--- src/rtl/imem_loader.sv ---
// ---------------------------------------------------------------------------
// imem_loader
//   Boot-time writer for the instruction memory. Receives a byte stream over
//   a valid/ready handshake, packs bytes little-endian into 32-bit words and
//   writes them at consecutive word-aligned addresses. The core is held in
//   reset (core_hold) until a complete, valid image has been loaded.
//
//   Stream: LEN_LO, LEN_HI (16-bit word count N), 4*N data bytes, and, when
//   IMEM_LOADER_CHECKSUM_EN is defined, one trailing checksum byte equal to
//   the modulo-256 sum of all data bytes.
//
// Optional feature macro: IMEM_LOADER_CHECKSUM_EN (checksum byte + CHK state)
//
// Ports:
//   clk        in   clock
//   reset_n    in   synchronous active-low reset
//   start      in   one-cycle pulse starting a load (ignored while busy)
//   rx_data    in   stream byte
//   rx_valid   in   rx_data valid
//   rx_ready   out  loader accepts a byte
//   mem_we     out  memory write strobe, one cycle per word
//   mem_addr   out  word-aligned byte address
//   mem_wdata  out  packed 32-bit word
//   core_hold  out  core held in reset while high
//   busy       out  load in progress
//   done       out  image loaded successfully (sticky)
//   error      out  load failed (sticky)
// ---------------------------------------------------------------------------
module imem_loader #(
    parameter int ADDR_W      = 12,
    parameter int DEPTH_WORDS = 128
) (
    input  logic              clk,
    input  logic              reset_n,
    input  logic              start,
    input  logic [7:0]        rx_data,
    input  logic              rx_valid,
    output logic              rx_ready,
    output logic              mem_we,
    output logic [ADDR_W-1:0] mem_addr,
    output logic [31:0]       mem_wdata,
    output logic              core_hold,
    output logic              busy,
    output logic              done,
    output logic              error
);

    localparam int          IDX_W   = $clog2(DEPTH_WORDS) + 1;
    localparam logic [15:0] DEPTH_L = 16'(DEPTH_WORDS);

    typedef enum logic [2:0] {
        S_IDLE   = 3'd0,
        S_LEN_LO = 3'd1,
        S_LEN_HI = 3'd2,
        S_DATA   = 3'd3,
        S_WRITE  = 3'd4,
`ifdef IMEM_LOADER_CHECKSUM_EN
        S_CHK    = 3'd5,
`endif
        S_DONE   = 3'd6,
        S_ERR    = 3'd7
    } state_t;

    state_t            state_q, state_d;
    logic [15:0]       len_q, len_d;
    logic [IDX_W-1:0]  word_idx_q, word_idx_d;
    logic [1:0]        byte_cnt_q, byte_cnt_d;
    logic [31:0]       word_q, word_d;
    logic [ADDR_W-1:0] mem_addr_q, mem_addr_d;
    logic [31:0]       mem_wdata_q, mem_wdata_d;
    logic              rx_ready_q, rx_ready_d;
    logic              mem_we_q, mem_we_d;
    logic              core_hold_q, core_hold_d;
    logic              busy_q, busy_d;
    logic              done_q, done_d;
    logic              error_q, error_d;
`ifdef IMEM_LOADER_CHECKSUM_EN
    logic [7:0]        sum_q, sum_d;
`endif

    logic              accept_s;
    logic [15:0]       len_full_s;
    logic [15:0]       idx_inc_s;

    // rx_ready_q always reflects the current state, so it qualifies transfers
    assign accept_s   = rx_valid & rx_ready_q;
    assign len_full_s = {rx_data, len_q[7:0]};
    assign idx_inc_s  = 16'(word_idx_q) + 16'd1;

    // Next-state and datapath logic
    always_comb begin
        state_d     = state_q;
        len_d       = len_q;
        word_idx_d  = word_idx_q;
        byte_cnt_d  = byte_cnt_q;
        word_d      = word_q;
        mem_addr_d  = mem_addr_q;
        mem_wdata_d = mem_wdata_q;
`ifdef IMEM_LOADER_CHECKSUM_EN
        sum_d       = sum_q;
`endif
        case (state_q)
            S_IDLE, S_DONE, S_ERR: begin
                if (start) begin
                    state_d    = S_LEN_LO;
                    word_idx_d = '0;
                    byte_cnt_d = 2'd0;
                    word_d     = 32'd0;
`ifdef IMEM_LOADER_CHECKSUM_EN
                    sum_d      = 8'd0;
`endif
                end else begin
                    state_d = state_q;
                end
            end
            S_LEN_LO: begin
                if (accept_s) begin
                    len_d[7:0] = rx_data;
                    state_d    = S_LEN_HI;
                end else begin
                    state_d = S_LEN_LO;
                end
            end
            S_LEN_HI: begin
                if (accept_s) begin
                    len_d[15:8] = rx_data;
                    if (len_full_s > DEPTH_L) begin
                        state_d = S_ERR;
                    end else if (len_full_s == 16'd0) begin
`ifdef IMEM_LOADER_CHECKSUM_EN
                        state_d = S_CHK;
`else
                        state_d = S_DONE;
`endif
                    end else begin
                        state_d = S_DATA;
                    end
                end else begin
                    state_d = S_LEN_HI;
                end
            end
            S_DATA: begin
                if (accept_s) begin
                    case (byte_cnt_q)
                        2'd0:    word_d[7:0]   = rx_data;
                        2'd1:    word_d[15:8]  = rx_data;
                        2'd2:    word_d[23:16] = rx_data;
                        default: word_d[31:24] = rx_data;
                    endcase
                    byte_cnt_d = byte_cnt_q + 2'd1;
`ifdef IMEM_LOADER_CHECKSUM_EN
                    sum_d      = sum_q + rx_data;
`endif
                    if (byte_cnt_q == 2'd3) begin
                        // Address and data are latched here so they are stable
                        // for the single WRITE cycle.
                        state_d     = S_WRITE;
                        mem_addr_d  = ADDR_W'({word_idx_q, 2'b00});
                        mem_wdata_d = word_d;
                    end else begin
                        state_d = S_DATA;
                    end
                end else begin
                    state_d = S_DATA;
                end
            end
            S_WRITE: begin
                word_idx_d = word_idx_q + 1'b1;
                if (idx_inc_s == len_q) begin
`ifdef IMEM_LOADER_CHECKSUM_EN
                    state_d = S_CHK;
`else
                    state_d = S_DONE;
`endif
                end else begin
                    state_d = S_DATA;
                end
            end
`ifdef IMEM_LOADER_CHECKSUM_EN
            S_CHK: begin
                if (accept_s) begin
                    state_d = (rx_data == sum_q) ? S_DONE : S_ERR;
                end else begin
                    state_d = S_CHK;
                end
            end
`endif
            default: begin
                state_d = S_IDLE;
            end
        endcase
    end

    // Output decode from the next state so every output is registered
    always_comb begin
        rx_ready_d  = 1'b0;
        mem_we_d    = 1'b0;
        core_hold_d = 1'b1;
        busy_d      = 1'b1;
        done_d      = 1'b0;
        error_d     = 1'b0;
        case (state_d)
            S_IDLE: begin
                busy_d = 1'b0;
            end
            S_LEN_LO, S_LEN_HI, S_DATA: begin
                rx_ready_d = 1'b1;
            end
`ifdef IMEM_LOADER_CHECKSUM_EN
            S_CHK: begin
                rx_ready_d = 1'b1;
            end
`endif
            S_WRITE: begin
                mem_we_d = 1'b1;
            end
            S_DONE: begin
                done_d      = 1'b1;
                core_hold_d = 1'b0;
                busy_d      = 1'b0;
            end
            S_ERR: begin
                error_d = 1'b1;
                busy_d  = 1'b0;
            end
            default: begin
                busy_d = 1'b0;
            end
        endcase
    end

    // State, datapath and output registers with synchronous reset
    always_ff @(posedge clk) begin
        if (!reset_n) begin
            state_q     <= S_IDLE;
            len_q       <= 16'd0;
            word_idx_q  <= '0;
            byte_cnt_q  <= 2'd0;
            word_q      <= 32'd0;
            mem_addr_q  <= '0;
            mem_wdata_q <= 32'd0;
            rx_ready_q  <= 1'b0;
            mem_we_q    <= 1'b0;
            core_hold_q <= 1'b1;
            busy_q      <= 1'b0;
            done_q      <= 1'b0;
            error_q     <= 1'b0;
`ifdef IMEM_LOADER_CHECKSUM_EN
            sum_q       <= 8'd0;
`endif
        end else begin
            state_q     <= state_d;
            len_q       <= len_d;
            word_idx_q  <= word_idx_d;
            byte_cnt_q  <= byte_cnt_d;
            word_q      <= word_d;
            mem_addr_q  <= mem_addr_d;
            mem_wdata_q <= mem_wdata_d;
            rx_ready_q  <= rx_ready_d;
            mem_we_q    <= mem_we_d;
            core_hold_q <= core_hold_d;
            busy_q      <= busy_d;
            done_q      <= done_d;
            error_q     <= error_d;
`ifdef IMEM_LOADER_CHECKSUM_EN
            sum_q       <= sum_d;
`endif
        end
    end

    assign rx_ready  = rx_ready_q;
    assign mem_we    = mem_we_q;
    assign mem_addr  = mem_addr_q;
    assign mem_wdata = mem_wdata_q;
    assign core_hold = core_hold_q;
    assign busy      = busy_q;
    assign done      = done_q;
    assign error     = error_q;

endmodule

--- config.mk ---
export PLATFORM = sky130hd
export DESIGN_NAME = imem_loader
export DESIGN_NICKNAME = d
export VERILOG_FILES = /design/src/rtl/imem_loader.sv
export SDC_FILE = /design/constraint.sdc
export NUM_CORES = 1
export LEC_CHECK = 0
export BUFFER_PORTS_ARGS = -buffer_cell sky130_fd_sc_hd__clkbuf_2
export CORE_MARGIN = 10
export CORE_UTILIZATION = 62
export CTS_CLUSTER_DIAMETER = 80
export DETAILED_ROUTE_END_ITERATION = 10
export GPL_TIMING_DRIVEN = 0
export PLACE_DENSITY_LB_ADDON = 0.12
export SKIP_CTS_REPAIR_TIMING = 1
export SYNTH_ARGS = -nofsm -noshare
export SYNTH_HDL_FRONTEND = slang
export SYNTH_SLANG_ARGS = --single-unit
--- constraint.sdc ---
create_clock -name clk -period 4.5 [get_ports clk]
set_input_delay 0.9 -clock clk [delete_from_list [all_inputs] [get_ports clk]]
set_output_delay 0.9 -clock clk [all_outputs]
set_load 0.05 [all_outputs]
==> metrics.md, run 1 <==
| Metric | Value |
|---|---|
| PortBufs | 52 |
| Distinct cell type count of the synthesized netlist | 54 |
| Int Power | 1320 uW |
| Vias | 4,216 |
| Crit path DAT | 2.99 ns |
| Min-Delay Path Class | register to register |
| Placed inst area | 5370 sq um |
| Detail Placement HPWL | 9160 microns |
| CTS tree | yes |
| ANT cells | 0 |
| Number of synthesized register bits | 107 |
| Max Cap Viol | 0 |
| Worst setup EP type | register |
| Post-synth EDFFs | 0 |
| DR DRC count | 0 |
| Rel. slew slack | 39.8% |
| Final wirelength | 12,600 microns |
| Fin crit period | 2.74 ns |
| CTS Buffer Depth | 2 |
| Area delta synth->final | 12.3% |
| Post-synth top flop | dfxtp_1 |
| # fillers | 618 |
| Post-synthesis cell count | 553 |
| Status | completed |
| Comb power frac | 7.6% |
| Final GP Congestion | 0.902 |
| Switch share | 23.9% |
| Syn avg cell area | 8.99 sq um |
| Ys async rst share | 0% |
| Peak supply drop | 0.241 mV |
| Antenna viol nets, final | 0 |
| Largest net degree at the start of global routing | 17 |
| R2R setup slack | 1.76 ns |
| Clock transition at path regs | 0.11 ns |
| # IOs | 62 |
| Die W | 110 microns |
| RSZ-0062 raised after global routing | no |
| Seq/Total Area, Yosys | 43.1% |
| Sw Pwr | 414 uW |
| Worst Path Required | 4.75 ns |
| Root buffer cell | clkbuf_8 |
| All-layer global routing usage | 21.2% |
| Remaining Overflow, GRT | 0 |
| Drt wl/cell | 17.4 microns |
| Fin. max-slew vios | 0 |
| P per Cell Area | 310 nW/um^2 |
| Num CTS Buffers | 9 |
| DR vias/cell | 5.82 |
| Slew @ Worst Pin | 0.895 ns |
| Nets | 637 |
| H-tree Lvls | 3 |
| Pleak | 0.00201 uW |
| Setup TNS | 0 ns |
| F_max | 366 MHz |
| Mapped cell area | 4970 sq um |
| Startpoint class of the critical path | register |
| Yosys warnings | 0 |
| Vias in the first global route | 4,209 |
| Sequential power share | 55.3% |
| Antenna violations before repair | 0 |
| First-pass GRT wire length | 20,500 microns |
| Hold WS | 0.473 ns |
| Die ar. | 12,000 sq um |
| Layout cell share with drive strength beyond 1 | 13.2% |
| Initial DRT Pass Iterations | 5 |
| Initial Utilization | 64.0% |
| Tot Pwr | 1730 uW |
| Clock skew | 0.0160 ns |
| Final Hold Vio Count | 0 |
| Fin area | 5580 sq um |
| Leading cell type in the layout, fill and taps excluded | dfxtp_1 |
| Final Cycle Share | 60.8% |
| CTS sink cnt | 107 |
| Clock Power Share | 37.1% |
| Number of cell rows | 32 |
| Iter 0 DRT Violations | 245 |
| Max FO, Critical Path | 8 |
| Core area | 7770 sq um |
| Kind of critical path | register to register |
| # setup viols final | 0 |
| Die outline height | 110 microns |
| Later-pin clock latency in the skew report | 0.37 ns |
| Most frequent cells in the layout | dfxtp_1 (107), nor2b_1 (72), a22oi_1 (59), nand2_1 (52), clkbuf_2 (52) |
==> power by group through the flow <==
stage	combinational, uW	clock [uW]	sequential (uW)
global route	141	680	958
finish	131	642	957
global placement	125	0	978
floorplan	83.3	0	985
detailed placement	128	0	979
CTS	129	647	957
==> flip-flops by register name, summed over array words and instances (netlist names) <==
name,flops
rx_ready,1
core_hold,1
done,1
len_q,16
word_q,32
mem_wdata,32
byte_cnt_q,2
error,1
state_q,3
mem_we,1
word_idx_q,8
busy,1
mem_addr,8
==> critical path, cell delays in order, from the launching register on <==
cell,delay [ns]
dfxtp_1,0.51
ha_1,0.40
nand3_4,0.14
or4_1,0.49
a211o_1,0.35
a21oi_2,0.22
a21oi_4,0.11
or3b_1,0.40
==> cells in the mapped netlist (2+ instances only) <==
library cell / number / area [sq um]
and2_1: 9 / 56.3
nor3_1: 7 / 35.0
a22oi_1: 59 / 443
nand2_1: 52 / 195
buf_4: 5 / 37.5
o21ai_0: 18 / 90.1
o211a_1: 6 / 60.1
nand3_1: 4 / 20.0
dfxtp_1: 107 / 2140
nor4_1: 6 / 37.5
xor2_1: 3 / 26.3
mux2i_1: 41 / 410
and3_1: 4 / 25.0
o31ai_1: 2 / 15.0
buf_1: 5 / 18.8
nor2b_1: 72 / 450
xnor2_1: 7 / 61.3
or4_1: 3 / 22.5
o21a_1: 2 / 15.0
a21boi_0: 18 / 135
inv_1: 6 / 22.5
buf_2: 2 / 10.0
a21oi_1: 9 / 45.0
clkbuf_1: 36 / 135
nor2_1: 36 / 135
ha_1: 6 / 75.1
==> routing by layer <==
metal	part of all wire, %	routed length, microns	vias to the layer above	global-route usage [%]
li1	-	-	2050	-
met1	44	5590	2038	26.0
met2	50	6250	112	36.8
met3	4.7	592	16	3.86
met4	1.4	172	0	6.78
met5	0	0	-	0
==> kinds of logic after synthesis <==
family | share of synthesized area [%]
AOI/OAI and AO/OA | 18.5
DFF | 43.1
other | 0.0755
adders and majority gates | 1.51
muxes | 8.48
buffers and inverters | 4.51
xor gates and xnor gates | 1.76
and+or+nand+nor | 22.1
==> stage by stage <==
stage / util (%) / instances / worst slack [ns]
2_1_floorplan: - / 556 / 2.08
3_3_place_gp: 69.1 / 710 / 1.78
3_5_place_dp: 69.1 / 710 / 1.71
4_1_cts: 71.9 / 724 / 1.80
5_1_grt: 71.9 / 724 / 1.62
6_report: 71.9 / 724 / 1.76
==> worst paths after layout <==
path,start,to,depth (start not counted)
min,mem_addr[4],mem_addr[4],2
max reg2reg,word_idx_q[0],core_hold,7
max,word_idx_q[0],core_hold,7
min reg2reg,mem_addr[4],mem_addr[4],2
==> area by class of cell <==
type | instances | area, sq um | area share, %
multi-input cells | 395 | 2620 | 46.8
flip-flops and latches | 107 | 2140 | 38.4
repair buffers | 52 | 260 | 4.66
plain buffers | 48 | 201 | 3.61
clock buffers | 10 | 138 | 2.47
well taps | 102 | 128 | 2.29
clock inverters | 4 | 76.3 | 1.37
inverters | 6 | 22.5 | 0.403
No activity file was read; power rests on OpenSTA's default activity.
==> run 2: changes to the inputs <==
--- a/config.mk
+++ b/config.mk
@@ -5,9 +5,10 @@
 export SDC_FILE = /design/constraint.sdc
 export NUM_CORES = 1
 export LEC_CHECK = 0
+export ABC_AREA = 1
 export BUFFER_PORTS_ARGS = -buffer_cell sky130_fd_sc_hd__clkbuf_2
 export CORE_MARGIN = 10
-export CORE_UTILIZATION = 62
+export CORE_UTILIZATION = 52
 export CTS_CLUSTER_DIAMETER = 80
 export DETAILED_ROUTE_END_ITERATION = 10
 export GPL_TIMING_DRIVEN = 0
==> constraint.sdc (replaced) <==
create_clock -name clk -period 2.2 [get_ports clk]
set_input_delay 0.44 -clock clk [delete_from_list [all_inputs] [get_ports clk]]
set_output_delay 0.44 -clock clk [all_outputs]
set_load 0.05 [all_outputs]
==> run 2 against run 1 <==
Compared with the run above: register-to-register slack lost 1.5 ns; count of clock-buffer cells in the layout grew 3; clock skew is essentially flat; synthesized area shrank 6.5%; worst hold slack lost 0.018 ns; non-clock buffer count shrank 8; global-route usage shrank 2.5 points; critical path depth grew 7; fmax grew 43%; cell count grew 13%; clock power grew 88%; synthesized cell count grew 15%; critical endpoint is now busy.
==> metrics.md, run 2 <==
| Metric | Value |
|---|---|
| CTS Buffer Depth | 2 |
| Synth top area share | 46.1% |
| Post-synth EDFFs | 0 |
| Clock skew | 0.0156 ns |
| Final GP Congestion | 0.895 |
| Initial Utilization | 53.3% |
| Number of cell rows | 34 |
| Mapped cell area | 4640 sq um |
| CTS sink cnt | 107 |
| Slew @ Worst Pin | 0.660 ns |
| Seq/Total Area, Yosys | 46.1% |
| Remaining Overflow, GRT | 0 |
| Pleak | 0.00212 uW |
| Crit path DAT | 2.18 ns |
| Fin crit period | 1.91 ns |
| H-tree Lvls | 3 |
| Fin. max-slew vios | 0 |
| Area delta synth->final | 13.4% |
| Antenna viol nets, final | 0 |
| Area of the multi-input gates | 2190 sq um |
| Drt wl/cell | 15.1 microns |
| Yosys warnings | 0 |
| Vias in the first global route | 4,029 |
| Top-count cell post-synth | nand2_1 |
| Hold WS | 0.455 ns |
| CP top delay family | simple AND/OR/NAND/NOR gates |
| Reg2Reg Launch Point | word_idx_q[1] |
| FF/Latch Area | 2140 sq um |
| CP Launch Point | word_idx_q[1] |
| CP cell instances | ha_1 > inv_1 > nand2_1 > nand2_1 > nor2_1 > nand2_1 > nor2_1 > nand3_1 > nor2_2 > nand4_1 > nand2_1 > nor2_1 > nand2_1 > nand2_1 |
| CTS tree | yes |
| Number of synthesized register bits | 107 |
| Num CTS Buffers | 9 |
| F_max | 524 MHz |
| Placed inst area | 5070 sq um |
| Core area | 8720 sq um |
| Stages on the worst setup path | 14 |
| Most used cell, CP | nand2_1 |
| RSZ-0062 raised after global routing | no |
| Layout cell share with drive strength beyond 1 | 16.4% |
| Die W | 115 microns |
| All-layer global routing usage | 18.7% |
| Non-Filler Instances | 817 |
| Rel. slew slack | 56.0% |
| R2R setup slack | 0.29 ns |
| Later-pin clock latency in the skew report | 0.37 ns |
| Max Cap Viol | 0 |
| # setup viols final | 0 |
| Leading area contributor after synthesis | dfxtp_1 |
| Worst Path Required | 2.47 ns |
| Root buffer cell | clkbuf_8 |
| Final Hold Vio Count | 0 |
| Final wirelength | 12,300 microns |
| Dominant cells by area after synthesis | dfxtp_1 (46%), nand2_1 (16%), a21oi_1 (10%) |
| Initial DRT Pass Iterations | 5 |
| Die ar. | 13,100 sq um |
| CP Buf/Inv Count | 1 |
| Ys async rst share | 0% |
| # IOs | 62 |
| Vias | 4,329 |
| Final Cycle Share | 86.7% |
| First-pass GRT wire length | 19,800 microns |
| Iter 0 DRT Violations | 296 |
| Placed cells | 801 |
| Startpoint class of the critical path | register |
| Slowest cell on the critical path | dfxtp_1 |
| Status | completed |
| Worst setup EP type | register |
| Detail Placement HPWL | 8850 microns |
| DR vias/cell | 5.30 |
| Distinct cell type count of the synthesized netlist | 30 |
| Nets | 722 |
| Fin area | 5270 sq um |
| CP Capture Point | busy |
| Peak supply drop | 0.309 mV |
| # fillers | 847 |
| Largest net degree at the start of global routing | 17 |
| Post-synth top flop | dfxtp_1 |
| DR DRC count | 0 |
| R2r endpoint | busy |
| Post-synth top cells | nand2_1 (195), dfxtp_1 (107), a21oi_1 (93) |
| Kind of critical path | register to register |
| Clock transition at path regs | 0.10 ns |
| Setup TNS | 0 ns |
| Die outline height | 115 microns |
| Most frequent cells in the layout | nand2_1 (195), dfxtp_1 (107), a21oi_1 (93), clkbuf_2 (56), nor2_1 (48) |
| Max FO, Critical Path | 5 |
| Syn avg cell area | 7.33 sq um |
| Worst reg2reg path depth | 14 |
| Leading cell type in the layout, fill and taps excluded | nand2_1 |
| P per Cell Area | 675 nW/um^2 |
| PortBufs | 56 |
| Min-Delay Path Class | input pin to register |
| Critical Path Max Stage Delay | 0.36 ns |
| Antenna violations before repair | 0 |
| ANT cells | 0 |
| Post-synthesis cell count | 634 |
## run 2: cell count changes after synthesis, sizes merged, moves of 18 or more
cell and delta:
mux2i -41, a21oi +82, nand2 +146, nor2b -72
inv +38, a22oi -59, o21ai +19, nor2 +18
## run 2: report_power, final
group	switching, uW	total (uW)	leakage [uW]	internal (uW)
Combinational	256	356	0.00116	99.5
Clock	648	1210	0.0000978	564
Sequential	19.3	1990	0.000863	1970
## run 2: logic make-up (layout without fill, tap and decap cells)
group / count (synthesis) / after routing / share of synthesized area [%]
AND/OR/NAND/NOR: 282 / 282 / 24.6
AO/OA/AOI/OAI: 140 / 140 / 16.0
flip-flops: 107 / 107 / 46.1
buffers and inverters: 80 / 152 / 7.06
multiplexers: 17 / 17 / 4.12
adder cells (fa/ha/maj): 6 / 6 / 1.62
other: 1 / 4 / 0.0807
XOR/XNOR: 1 / 1 / 0.350
## run 2: metrics by stage
step | total power, uW | utilization (%) | setup slack, ns
after global placement | 2370 | 58.1 | 0.222
after floorplan | 2280 | - | 0.486
final | 3550 | 60.4 | 0.292
after detailed placement | 2380 | 58.1 | 0.196
after CTS | 3580 | 60.4 | 0.296
after global routing | 3700 | 60.4 | 0.0539
## run 2: how the worst min path moves through the flow
stage                    start          end  slack, ns  cells after the start
detailed placement  word_q[21]   word_q[21]       0.45                      2
CTS                      start   word_q[15]       0.45                      4
global placement    word_q[19]   word_q[19]       0.44                      2
finish                 reset_n  mem_addr[2]       0.45                      3
global route           reset_n     len_q[2]       0.49                      3
floorplan           word_q[19]   word_q[19]       0.43                      2
## run 2: final cells by class
type | count | area share (%)
clock buffer | 13 | 2.83
multi-input combinational | 450 | 41.5
clock inverter | 3 | 0.903
inverter | 44 | 3.14
tap | 108 | 2.57
timing repair buffer | 56 | 5.32
sequential | 107 | 40.7
buffer | 36 | 3.09
## run 2: worst min-delay path, delay by kind of cell
family	cells	cell delay, ns
AOI/OAI and AO/OA	2	0.17
buffers and inverters	1	0.18
## run 2: layer usage
layer | vias up | routed length [microns] | GRT usage [%]
met5 | - | 0 | 0
li1 | 2177 | - | -
met2 | 148 | 5680 | 30.0
met3 | 15 | 1010 | 4.87
met4 | 0 | 192 | 4.76
met1 | 1989 | 5430 | 24.4
